--- config.mk ---
export PLATFORM = sky130hd
export DESIGN_NAME = collision_ctrl
export DESIGN_NICKNAME = d
export VERILOG_FILES = /design/src/rtl/flappy_pkg.sv /design/src/rtl/flap_sync.sv /design/src/rtl/collision_ctrl.sv
export SDC_FILE = /design/constraint.sdc
export NUM_CORES = 1
export LEC_CHECK = 0
export BUFFER_PORTS_ARGS = -buffer_cell sky130_fd_sc_hd__buf_2
export CORE_UTILIZATION = 64
export DETAILED_ROUTE_END_ITERATION = 7
export PLACE_DENSITY = 0.89
export SYNTH_ARGS = -nofsm -noshare
export SYNTH_HDL_FRONTEND = slang
export SYNTH_SLANG_ARGS = --single-unit
--- constraint.sdc ---
create_clock -name clk10 -period 9.84 [get_ports clk10]
set_input_delay 1.476 -clock clk10 [delete_from_list [all_inputs] [get_ports clk10]]
set_output_delay 1.476 -clock clk10 [all_outputs]
set_load 0.01 [all_outputs]
--- src/rtl/flappy_pkg.sv ---
// flappy_pkg: game states and geometry/physics defaults shared by collision, tube and render blocks
package flappy_pkg;

    typedef enum logic [1:0] {
        IDLE = 2'd0,
        PLAY = 2'd1,
        DEAD = 2'd2,
        OVER = 2'd3
    } state_t;

    localparam int DEF_BIRD_X   = 300;
    localparam int DEF_BIRD_SZ  = 20;
    localparam int DEF_TUBE_W   = 60;
    localparam int DEF_GAP_HALF = 50;
    localparam int DEF_Y_GROUND = 460;
    localparam int DEF_GRAVITY  = 1;
    localparam int DEF_FLAP_V   = 12;
    localparam int DEF_MAX_FALL = 10;
    localparam int Y_START      = 240;

endpackage

--- src/rtl/flap_sync.sv ---
// flap_sync: two-flop synchroniser for the raw button plus a one-tick rising-edge pulse
module flap_sync (
    input  logic clk10,
    input  logic clr,
    input  logic flap,
    output logic flap_evt
);

    logic [2:0] sr;

    always_ff @(posedge clk10)
        if (!clr) sr <= '0;
        else      sr <= {sr[1:0], flap};

    assign flap_evt = sr[1] & ~sr[2];

endmodule

--- src/rtl/collision_ctrl.sv ---
// collision_ctrl: bird physics, tube/ground collision and the game state machine
module collision_ctrl
    import flappy_pkg::*;
#(
    parameter int BIRD_X   = DEF_BIRD_X,
    parameter int BIRD_SZ  = DEF_BIRD_SZ,
    parameter int TUBE_W   = DEF_TUBE_W,
    parameter int GAP_HALF = DEF_GAP_HALF,
    parameter int Y_GROUND = DEF_Y_GROUND,
    parameter int GRAVITY  = DEF_GRAVITY,
    parameter int FLAP_V   = DEF_FLAP_V,
    parameter int MAX_FALL = DEF_MAX_FALL
) (
    input  logic       clk10,
    input  logic       clr,
    input  logic       flap,
    input  logic [9:0] tube1_x_pos,
    input  logic [9:0] tube2_x_pos,
    input  logic [9:0] tube3_x_pos,
    input  logic [9:0] tube1_y_pos,
    input  logic [9:0] tube2_y_pos,
    input  logic [9:0] tube3_y_pos,
    output logic [9:0] bird_y_pos,
    output logic       game_end,
    output logic [1:0] state
);

    localparam logic [9:0]        Y_MAX  = 10'(Y_GROUND - BIRD_SZ);
    localparam logic signed [7:0] V_FLAP = 8'(-FLAP_V);
    localparam logic signed [7:0] V_G    = 8'(GRAVITY);
    localparam logic signed [7:0] V_MAX  = 8'(MAX_FALL);

    state_t            st;
    logic signed [7:0] vel, v_grav, v_new, v_next;
    logic signed [10:0] y_sum;
    logic [9:0]        y_next;
    logic              flap_evt, hit, flap_go, ground;

    // tube_x - TUBE_W and tube_y - GAP_HALF deliberately wrap in 11 bits
    function automatic logic tube_hit(input logic [9:0] tx, input logic [9:0] ty, input logic [9:0] by);
        logic [10:0] x, y, b;
        x = {1'b0, tx};
        y = {1'b0, ty};
        b = {1'b0, by};
        return (11'(BIRD_X + BIRD_SZ) > x - 11'(TUBE_W)) && (11'(BIRD_X) < x)
            && !((b >= y - 11'(GAP_HALF)) && (b + 11'(BIRD_SZ) <= y + 11'(GAP_HALF)));
    endfunction

    flap_sync u_sync (
        .clk10    (clk10),
        .clr      (clr),
        .flap     (flap),
        .flap_evt (flap_evt)
    );

    always_comb begin
        hit     = (st == PLAY) && (tube_hit(tube1_x_pos, tube1_y_pos, bird_y_pos)
                               || tube_hit(tube2_x_pos, tube2_y_pos, bird_y_pos)
                               || tube_hit(tube3_x_pos, tube3_y_pos, bird_y_pos));
        flap_go = flap_evt && ((st == IDLE) || (st == PLAY && !hit));
        v_grav  = (vel + V_G > V_MAX) ? V_MAX : vel + V_G;
        v_new   = flap_go ? V_FLAP : v_grav;
        y_sum   = $signed({1'b0, bird_y_pos}) + $signed({{3{v_new[7]}}, v_new});
        y_next  = (y_sum < 0) ? '0 : (y_sum > $signed({1'b0, Y_MAX})) ? Y_MAX : y_sum[9:0];
        v_next  = (y_sum < 0) ? '0 : v_new;
        ground  = y_next == Y_MAX;
    end

    always_ff @(posedge clk10) begin
        if (!clr) begin
            st         <= IDLE;
            bird_y_pos <= 10'(Y_START);
            vel        <= '0;
            game_end   <= 1'b1;
        end else begin
            case (st)
                IDLE: if (flap_evt) begin
                    st         <= PLAY;
                    bird_y_pos <= y_next;
                    vel        <= v_next;
                    game_end   <= 1'b0;
                end
                PLAY: begin
                    st         <= ground ? OVER : hit ? DEAD : PLAY;
                    bird_y_pos <= y_next;
                    vel        <= v_next;
                    game_end   <= ground || hit;
                end
                DEAD: begin
                    st         <= ground ? OVER : DEAD;
                    bird_y_pos <= y_next;
                    vel        <= v_next;
                end
                default: ;
            endcase
        end
    end

    assign state = st;

endmodule

# == Yosys cells after proc, flatten, opt, wreduce, memory -nomap -nowiden ==
# Cells that the tools add are included.
# classes
add_sub_neg,12
n_lt_le_gt_ge,15
eq_ne,4
n_mux,16
bitwise,2
n_reduce_logical,28
# op_table
op,n
"subtractor 10 x 6 -> 11 bit, second input constant",6
"adder 10 x 6 -> 11 bit, second input constant",3
>= comparator 10 x 11 -> 1 bit,3
"greater-than comparator 9 x 11 -> 1 bit, first input constant",3
less-or-equal comparator 11 bit,3
2-to-1 mux 8 bit,4
"< comparator 9 x 10 -> 1 bit, first input constant",3
2-to-1 mux 10 bit,3
one-hot mux 10 bit (2 select lines),1
one-hot mux 8 bit (2 select lines),1
logical AND 1 bit,12
"adder 10 x 5 -> 11 bit, second input constant",1
adder 11 x 8 -> 11 bit,1
"greater-than comparator 11 x 10 -> 1 bit, second input constant",1
"< comparator 11 x 1 -> 1 bit, second input constant",1
"== test 10 x 9 -> 1 bit, second input constant",1
"adder 8 x 2 -> 8 bit, second input constant",1
"greater-than comparator 8 x 5 -> 1 bit, second input constant",1
2-to-1 mux 2 bit,3
one-hot mux 2 bit (3 select lines),1
AND reduction 2 bit,3
logical NOT 1 bit,4
logical OR 1 bit,4
nonzero test 2 bit,2
other kinds (10),11
# totals
reg_bits,24
input_bits,63
out_inout_bits,13
word_cells,82

# == Longest topological paths before layout ==
# Gate-level depths: netlist of the first run.
# depth
depth_word,20
depth_mapped,29
ltp_nobuf,28

# == Hierarchy ==
# From an unflattened synthesis of the first run, not the netlist that was laid out.
# hier_totals
hier_cells,569
hier_area_um2,4465.5
# modules_own_cells
mod,n_inst,cells_each,area_per_inst_um2,seq_area_each_um2
collision_ctrl,1,562,4372.9,420.4
flap_sync,1,7,92.6,60.1

# == Least setup slack after synthesis of the first run ==
# No wires, ideal clock.
# synth_timing
kind,input -> register
startpoint,input port tube1_y_pos[4]
endpoint,register vel[5]
setup_ns,0.075
arrival_time_ns,6.705
required_ns,9.765
setup_slack_ns,3.060
path_stages,26
path_buffers,3
path_cell_list,clkbuf_1 > nor2_1 > nand2_1 > nand3_1 > xor2_1 > ha_1 > a21oi_1 > o21ai_1 > a2111oi_0 > nor2_1 > o41ai_2 > o2111ai_2 > a21o_2 > buf_6 > and2_1 > fa_1 > a211oi_1 > o21ai_0 > a31oi_1 > o21bai_1 > a21o_1 > ha_1 > or3b_2 > clkbuf_1 > o311a_1 > o22ai_1
# synth_between
elab_chain_cells,18
elab_cells_between_ends,20
classes_between,3 x add/sub; 3 x order compare; 4 x mux; 10 x reduce/logical
# synth_rtl
item,line_no,text
"start, declared",collision_ctrl.sv:20,"input logic [9:0] tube1_y_pos,"
subtractor 10 x 6 -> 11 bit or adder 10 x 6 -> 11 bit (tied branches),collision_ctrl.sv:46,&& !((b >= y - 11'(GAP_HALF)) && (b + 11'(BIRD_SZ) <= y + 11'(GAP_HALF)));
>= comparator 10 x 11 -> 1 bit or less-or-equal comparator 11 bit (tied branches),collision_ctrl.sv:46,
logical AND 1 bit (*),collision_ctrl.sv:46,
logical NOT 1 bit (*),collision_ctrl.sv:46,
logical AND 1 bit (*),collision_ctrl.sv:46,
logical OR 1 bit (*),collision_ctrl.sv:58,"|| tube_hit(tube2_x_pos, tube2_y_pos, bird_y_pos)"
logical OR 1 bit (*),collision_ctrl.sv:59,"|| tube_hit(tube3_x_pos, tube3_y_pos, bird_y_pos));"
logical AND 1 bit (*),collision_ctrl.sv:57,"hit = (st == PLAY) && (tube_hit(tube1_x_pos, tube1_y_pos, bird_y_pos)"
(+2 left out),-,
logical OR 1 bit (*),collision_ctrl.sv:60,flap_go = flap_evt && ((st == IDLE) || (st == PLAY && !hit));
logical AND 1 bit (*),collision_ctrl.sv:60,
2-to-1 mux 8 bit (*),collision_ctrl.sv:62,v_new = flap_go ? V_FLAP : v_grav;
adder 11 x 8 -> 11 bit,collision_ctrl.sv:63,"y_sum = $signed({1'b0, bird_y_pos}) + $signed({{3{v_new[7]}}, v_new});"
< comparator 11 x 1 -> 1 bit,collision_ctrl.sv:65,v_next = (y_sum < 0) ? '0 : v_new;
2-to-1 mux 8 bit (*),collision_ctrl.sv:65,
2-to-1 mux 8 bit,collision_ctrl.sv:77,IDLE: if (flap_evt) begin
one-hot mux 8 bit (2 select lines) (*),collision_ctrl.sv:76,case (st)
"end signal, assigned",collision_ctrl.sv:80,vel <= v_next;
"end signal, assigned",collision_ctrl.sv:86,vel <= v_next;
"end signal, assigned",collision_ctrl.sv:92,vel <= v_next;
"end, declared",collision_ctrl.sv:34,"logic signed [7:0] vel, v_grav, v_new, v_next;"
# Mark *: on every way between the ends. The rest lies on a longest branch, timed or not. The select of a mux whose other input is x is not followed.
# A chain may end at the register's enable or synchronous reset.

# == Worst setup path in the final report of the first run ==
# layout_timing
startpoint,input port tube1_y_pos[1]
endpoint,register vel[5]
# The elaborated chain is that of the path after synthesis.

==> key figures, run 1 <==
Outcome
  – Status: completed

Floorplanning
  – Standard-cell rows: 30
  – Core area: 6870 um2
  – I/O pins: 76
  – Die Ht: 86.9 um
  – Die Width: 86.9 um
  – Initial core utilization: 0.672
  – Die area: 7560 um2

Cells and area
  – Final instance area: 5090 um2
  – Area Growth Syn to Fin: 10.3%
  – N_diodes: 0
  – NumNets Final: 813
  – Share of cells above drive strength 1: 0.139
  – Fillcell total: 537

Critical path
  – Crit path max fanout: 7
  – Worst EP required: 10.04 ns
  – Crit path arrival time: 7.28 ns
  – Reg-to-reg critical path startpoint: bird_y_pos[2]$_SDFFE_PN0P_
  – Crit path launch: tube1_y_pos[1]
  – Crit. End Element: flip-flop
  – CP Class: in -> reg
  – Crit path launch type: input pin

CTS
  – Clock Path Buffers: 2
  – TritonCTS buffer count: 3
  – Cts hold-fix bufs: 0
  – Setup Fix Bufs, Post-CTS: 0
  – H-tree depth: 1
  – Worst-skew pair later-pin latency: 0.27 ns
  – CTS tree: yes
  – Worst-path clk slew: 0.09 ns
  – Cts repair resizes: 0
  – Num Clock Sinks: 24
  – Clock root buffer: clkbuf_8

GRT
  – Largest net degree at the start of global routing: 24
  – Most used routing layer: met2
  – Vias in the first global route: 4592
  – Grt met3 use: 0.0351
  – First-pass GRT wire length: 19800 um
  – Met2 usage: 0.575
  – M1 GR Usage: 0.387
  – Initial antenna violation count: 0
  – GRT overflow: 0
  – GRT Total Usage: 0.322

Logic synthesis
  – Syn Nets: 753
  – Most frequent cell after synthesis: ha_1
  – FF+latch count, synth: 24
  – Synth warn: 0
  – Average instance area after synthesis: 7.67 um2
  – Yosys cell types: 76
  – Synth top cells by count: ha_1, nand2_1, nor2_1
  – Synth Instances: 602
  – Cell area after synthesis: 4620 um2
  – Share of the synthesized area in the top cell type: 0.236
  – Biggest area contributors in the synthesized netlist: ha_1, dfxtp_1, xnor2_1
  – Number of flops mapped to enable cells by yosys: 0
  – Fraction of registers with async set/reset: 0
  – Sequential element share of the synthesized area: 0.104
  – Post-synth top flop: dfxtp_1
  – Area leader, netlist: ha_1

STA
  – Pins Over Slew Limit: 0
  – Setup ws final: 2.76 ns
  – Fin Hold WS: 0.452 ns
  – Hold Vio Cnt, Final: 0
  – Fmax: 141 MHz
  – Rel. slew slack: 0.582
  – Number of setup violations in the final report: 0
  – Final worst path period need: 7.08 ns
  – Clock skew: 0.00275 ns
  – Fin crit share: 0.720
  – Setup TNS Final: 0 ns
  – RSZ-0062 raised after global routing: false
  – Worst slew pin tran: 0.625 ns

Routing
  – Initial DRC Count: 198
  – 1st-pass router iterations: 5
  – Vias: 4788
  – Routed Wire Length: 12000 um
  – Wirelength per Cell: 15.8 um
  – # DRC: 0
  – Routed Antenna Nets: 0
  – Vias per Instance: 6.32

Placement
  – PortBufs: 75
  – Pre-CTS setup slack: 2.57 ns
  – Final HPWL DP: 9420 um
  – Routability cong.: 0.940
  – Cell Area, Placed: 5020 um2

Pwr
  – Design Power: 555 uW
  – VDD IR-drop max: 0.0992 mV
  – Cell Pwr Density: 109 nW/um2
  – Leakage: 2.36 nW

Hold path
  – Worst hold start: u_sync.sr[0]$_SDFF_PN0_
  – Worst Hold Class: reg -> reg

Flow run
  – Max Cap Violations: 0
## layout by cell type (no fill, tap or decap), types with 24 or more instances in the layout
cell,count
ha_1,87
dfxtp_1,24
o21ai_0,31
inv_1,28
xnor2_1,34
a21oi_1,34
nand2_1,54
nand3_1,25
buf_2,75
nor2_1,35
xor2_1,27
## critical path, stage by stage
cell,delay (ns)
buf_2,0.13
ha_1,0.22
a21oi_1,0.22
nand2b_1,0.11
nand2_1,0.08
xor2_1,0.15
ha_1,0.26
nand2_1,0.07
o21ai_1,0.09
a2111oi_0,0.43
nor2_1,0.12
o41ai_2,0.40
o2111ai_2,0.20
a21oi_1,0.23
nor3_1,0.08
ha_1,0.24
fa_1,0.44
a211oi_1,0.22
o21ai_0,0.15
a31oi_1,0.28
o21bai_1,0.10
a21o_1,0.18
ha_1,0.34
or3b_2,0.58
o311a_1,0.33
o22ai_1,0.15
## through the flow
step / util / std cells
final: 0.741 / 757
after global routing: 0.741 / 757
after CTS: 0.741 / 757
after detailed placement: 0.731 / 753
after global placement: 0.731 / 753
after floorplan: - / 602
## layout make-up
class	instances	area, um2	area share
tap	96	120	0.0236
timing repair buffer	76	383	0.0752
multi-input combinational	529	3930	0.772
clock buffer	3	41.3	0.00811
sequential	24	480	0.0944
clock inverter	1	30.0	0.00590
inverter	28	105	0.0206
## layer usage
layer  vias up  share of wire
met5         -              0
met4         0          0.031
met3        36          0.052
met2       185           0.48
met1      2200           0.43
li1       2367              -
## report_power, final
part / total [mW] / leakage [nW] / switching (mW) / internal, mW
registers: 0.128 / 0.196 / 0.0223 / 0.106
clock network: 0.0900 / 0.0357 / 0.0355 / 0.0545
logic: 0.337 / 2.13 / 0.188 / 0.149
## flip-flops by register name (all words and copies together) (netlist names)
register,cells
bird_y_pos,10
u_sync.sr,3
game_end,1
state,2
vel,8
## kinds of logic (layout without fill, tap and decap cells)
| group | count (synthesis) | count (layout) | share of synthesized area |
|---|---|---|---|
| DFF | 24 | 24 | 0.104 |
| adders and majority gates | 88 | 88 | 0.240 |
| buffers and inverters | 49 | 108 | 0.0444 |
| muxes | 5 | 5 | 0.0111 |
| and+or+nand+nor | 204 | 204 | 0.230 |
| xor gates and xnor gates | 61 | 61 | 0.116 |
| AOI/OAI and AO/OA | 171 | 171 | 0.254 |
## final timing paths
kind / endpoint / slack (ns) / cells past startpoint
min: u_sync.sr[1]$_SDFF_PN0_ / 0.45 / 1
max: vel[5]$_SDFFE_PN0P_ / 2.76 / 26
min reg2reg: u_sync.sr[1]$_SDFF_PN0_ / 0.45 / 1
max reg2reg: vel[5]$_SDFFE_PN0P_ / 3.25 / 23
Note: power is estimated with default switching activity, not from simulation.
==> run 2, diff against run 1 <==
--- a/config.mk
+++ b/config.mk
@@ -6,9 +6,9 @@
 export NUM_CORES = 1
 export LEC_CHECK = 0
 export BUFFER_PORTS_ARGS = -buffer_cell sky130_fd_sc_hd__buf_2
-export CORE_UTILIZATION = 64
+export CORE_UTILIZATION = 53
 export DETAILED_ROUTE_END_ITERATION = 7
-export PLACE_DENSITY = 0.89
+export PLACE_DENSITY = 0.79
 export SYNTH_ARGS = -nofsm -noshare
 export SYNTH_HDL_FRONTEND = slang
 export SYNTH_SLANG_ARGS = --single-unit
==> constraint.sdc (replaced) <==
create_clock -name clk10 -period 6.3 [get_ports clk10]
set_input_delay 0.945 -clock clk10 [delete_from_list [all_inputs] [get_ports clk10]]
set_output_delay 0.945 -clock clk10 [all_outputs]
set_load 0.01 [all_outputs]
==> run 2 against run 1 <==
  * Die area increased by 20%
  * Critical path depth increased by 2
  * Setup slack got worse by 2.5 ns
  * Combinational power increased by 75%
  * Flip-flop and latch count unchanged
  * Clock skew increased by 0.0080 ns
==> key figures, run 2 (synthesized netlist as in run 1, its figures left out) <==
Cells and area
  – Commonest non-fill, non-tap cell in the layout: ha_1
  – Fillcell total: 737
  – Largest registers: bird_y_pos x10, vel x8, u_sync.sr x3
  – Area Growth Syn to Fin: 18.9%
  – Max reg flops: 10
  – Most frequent cells in the layout: ha_1, buf_2, nand2_1, buf_4, nor2_1
  – NumNets Final: 853
  – Final core utilization: 0.658
  – Final instance area: 5490 um2
  – Largest Register: bird_y_pos
  – N_diodes: 0
  – Share of cells above drive strength 1: 0.211

Floorplanning
  – Die Ht: 95.3 um
  – Initial core utilization: 0.554
  – Standard-cell rows: 33
  – Core area: 8340 um2
  – Die Width: 95.3 um
  – Die area: 9090 um2
  – I/O pins: 76

Critical path
  – Worst EP required: 6.52 ns
  – Crit. End Element: flip-flop
  – Crit path launch type: input pin
  – Crit path max fanout: 6
  – CP Class: in -> reg
  – Crit path arrival time: 6.30 ns

Placement
  – Pre-CTS setup slack: -0.147 ns
  – Cell Area, Placed: 5330 um2
  – Final HPWL DP: 10200 um
  – Routability cong.: 0.935
  – PortBufs: 75

Routing
  – Routed Wire Length: 12500 um
  – Wirelength per Cell: 15.6 um
  – Routed Antenna Nets: 0
  – 1st-pass router iterations: 5
  – Vias per Instance: 6.18
  – Vias: 4981
  – # DRC: 0
  – Initial DRC Count: 207

CTS
  – Num Clock Sinks: 24
  – Setup Fix Bufs, Post-CTS: 0
  – Worst-skew pair later-pin latency: 0.28 ns
  – Clock Path Buffers: 2
  – Clock root buffer: clkbuf_8
  – Worst-path clk slew: 0.10 ns
  – TritonCTS buffer count: 3
  – H-tree depth: 1
  – CTS tree: yes

GRT
  – Largest net degree at the start of global routing: 24
  – GRT Total Usage: 0.277
  – First-pass GRT wire length: 20300 um
  – GRT overflow: 0
  – Vias in the first global route: 4697
  – Initial antenna violation count: 0

STA
  – Clock skew: 0.0108 ns
  – Fmax: 165 MHz
  – Worst slew pin tran: 0.565 ns
  – Final worst path period need: 6.08 ns
  – Setup ws final: 0.224 ns
  – Fin crit share: 0.965
  – Number of setup violations in the final report: 0
  – Hold Vio Cnt, Final: 0
  – Setup TNS Final: 0 ns
  – Pins Over Slew Limit: 0
  – Rel. slew slack: 0.614

Pwr
  – Cell Pwr Density: 168 nW/um2
  – VDD IR-drop max: 0.134 mV
  – Leakage: 2.57 nW
  – Design Power: 925 uW

Hold path
  – Worst Hold Class: reg -> reg

Outcome
  – Status: completed

Flow run
  – Max Cap Violations: 0
run 2: changes by cell type in the layout (fill, tap and decap cells not counted), sizes merged:
cell,change
buf,+40
run 2: layout make-up:
class	instances	area [um2]	area share
Tap cell	105	131	0.0239
Clock inverter	1	30.0	0.00547
Clock buffer	3	41.3	0.00752
Timing Repair Buffer	116	683	0.124
Multi-Input combinational cell	529	4020	0.732
Sequential cell	24	480	0.0875
Inverter	28	105	0.0191
run 2: worst max-delay path: stages:
cell,delay [ns]
buf_2,0.14
ha_1,0.23
a21oi_2,0.18
nand2b_1,0.09
nand4_1,0.11
xor2_1,0.08
ha_1,0.31
and4_4,0.24
nand3_1,0.07
a21oi_1,0.17
o21ai_0,0.10
o211ai_1,0.37
o2111ai_2,0.22
a21oi_2,0.19
nor3_1,0.07
ha_1,0.22
fa_1,0.42
a211oi_2,0.24
o21ai_1,0.13
a31oi_1,0.24
o21bai_1,0.09
a21o_1,0.19
ha_1,0.30
or3b_2,0.48
buf_4,0.17
nor3_1,0.17
a21oi_1,0.06
o21ai_1,0.08
run 2: metrics by stage:
step                std cells  hold slack [ns]
global route              806            0.475
CTS                       806            0.463
finish                    806            0.454
floorplan                 602            0.412
global placement          802            0.419
detailed placement        802            0.432
run 2: metal layers:
metal / vias up / track usage / share of wire
met5: - / 0 / 0
li1: 2446 / - / -
met2: 151 / 0.513 / 0.50
met3: 34 / 0.0223 / 0.046
met1: 2350 / 0.333 / 0.43
met4: 0 / 0.0896 / 0.024
run 2: worst paths after layout:
| path | start | slack, ns | cells after the start | to |
|---|---|---|---|---|
| max | tube3_y_pos[1] | 0.22 | 28 | vel[4]$_SDFFE_PN0P_ |
| min | u_sync.sr[0]$_SDFF_PN0_ | 0.45 | 1 | u_sync.sr[1]$_SDFF_PN0_ |
| max reg2reg | bird_y_pos[3]$_SDFFE_PN0P_ | 0.36 | 26 | vel[4]$_SDFFE_PN0P_ |
| min reg2reg | u_sync.sr[0]$_SDFF_PN0_ | 0.45 | 1 | u_sync.sr[1]$_SDFF_PN0_ |
run 2: what timing repair did:
| item | 4_1_cts | 5_1_grt |
|---|---|---|
| hold buffers | 0 | 0 |
| resized for setup | 0 | 21 |
| endpoints found under the setup margin | 0 | 19 |
run 2: where the power goes:
part / switching [mW] / internal [mW] / leakage (nW) / total (mW)
Sequential: 0.0271 / 0.165 / 0.196 / 0.192
Combinational: 0.319 / 0.273 / 2.34 / 0.591
Clock: 0.0561 / 0.0851 / 0.0357 / 0.141
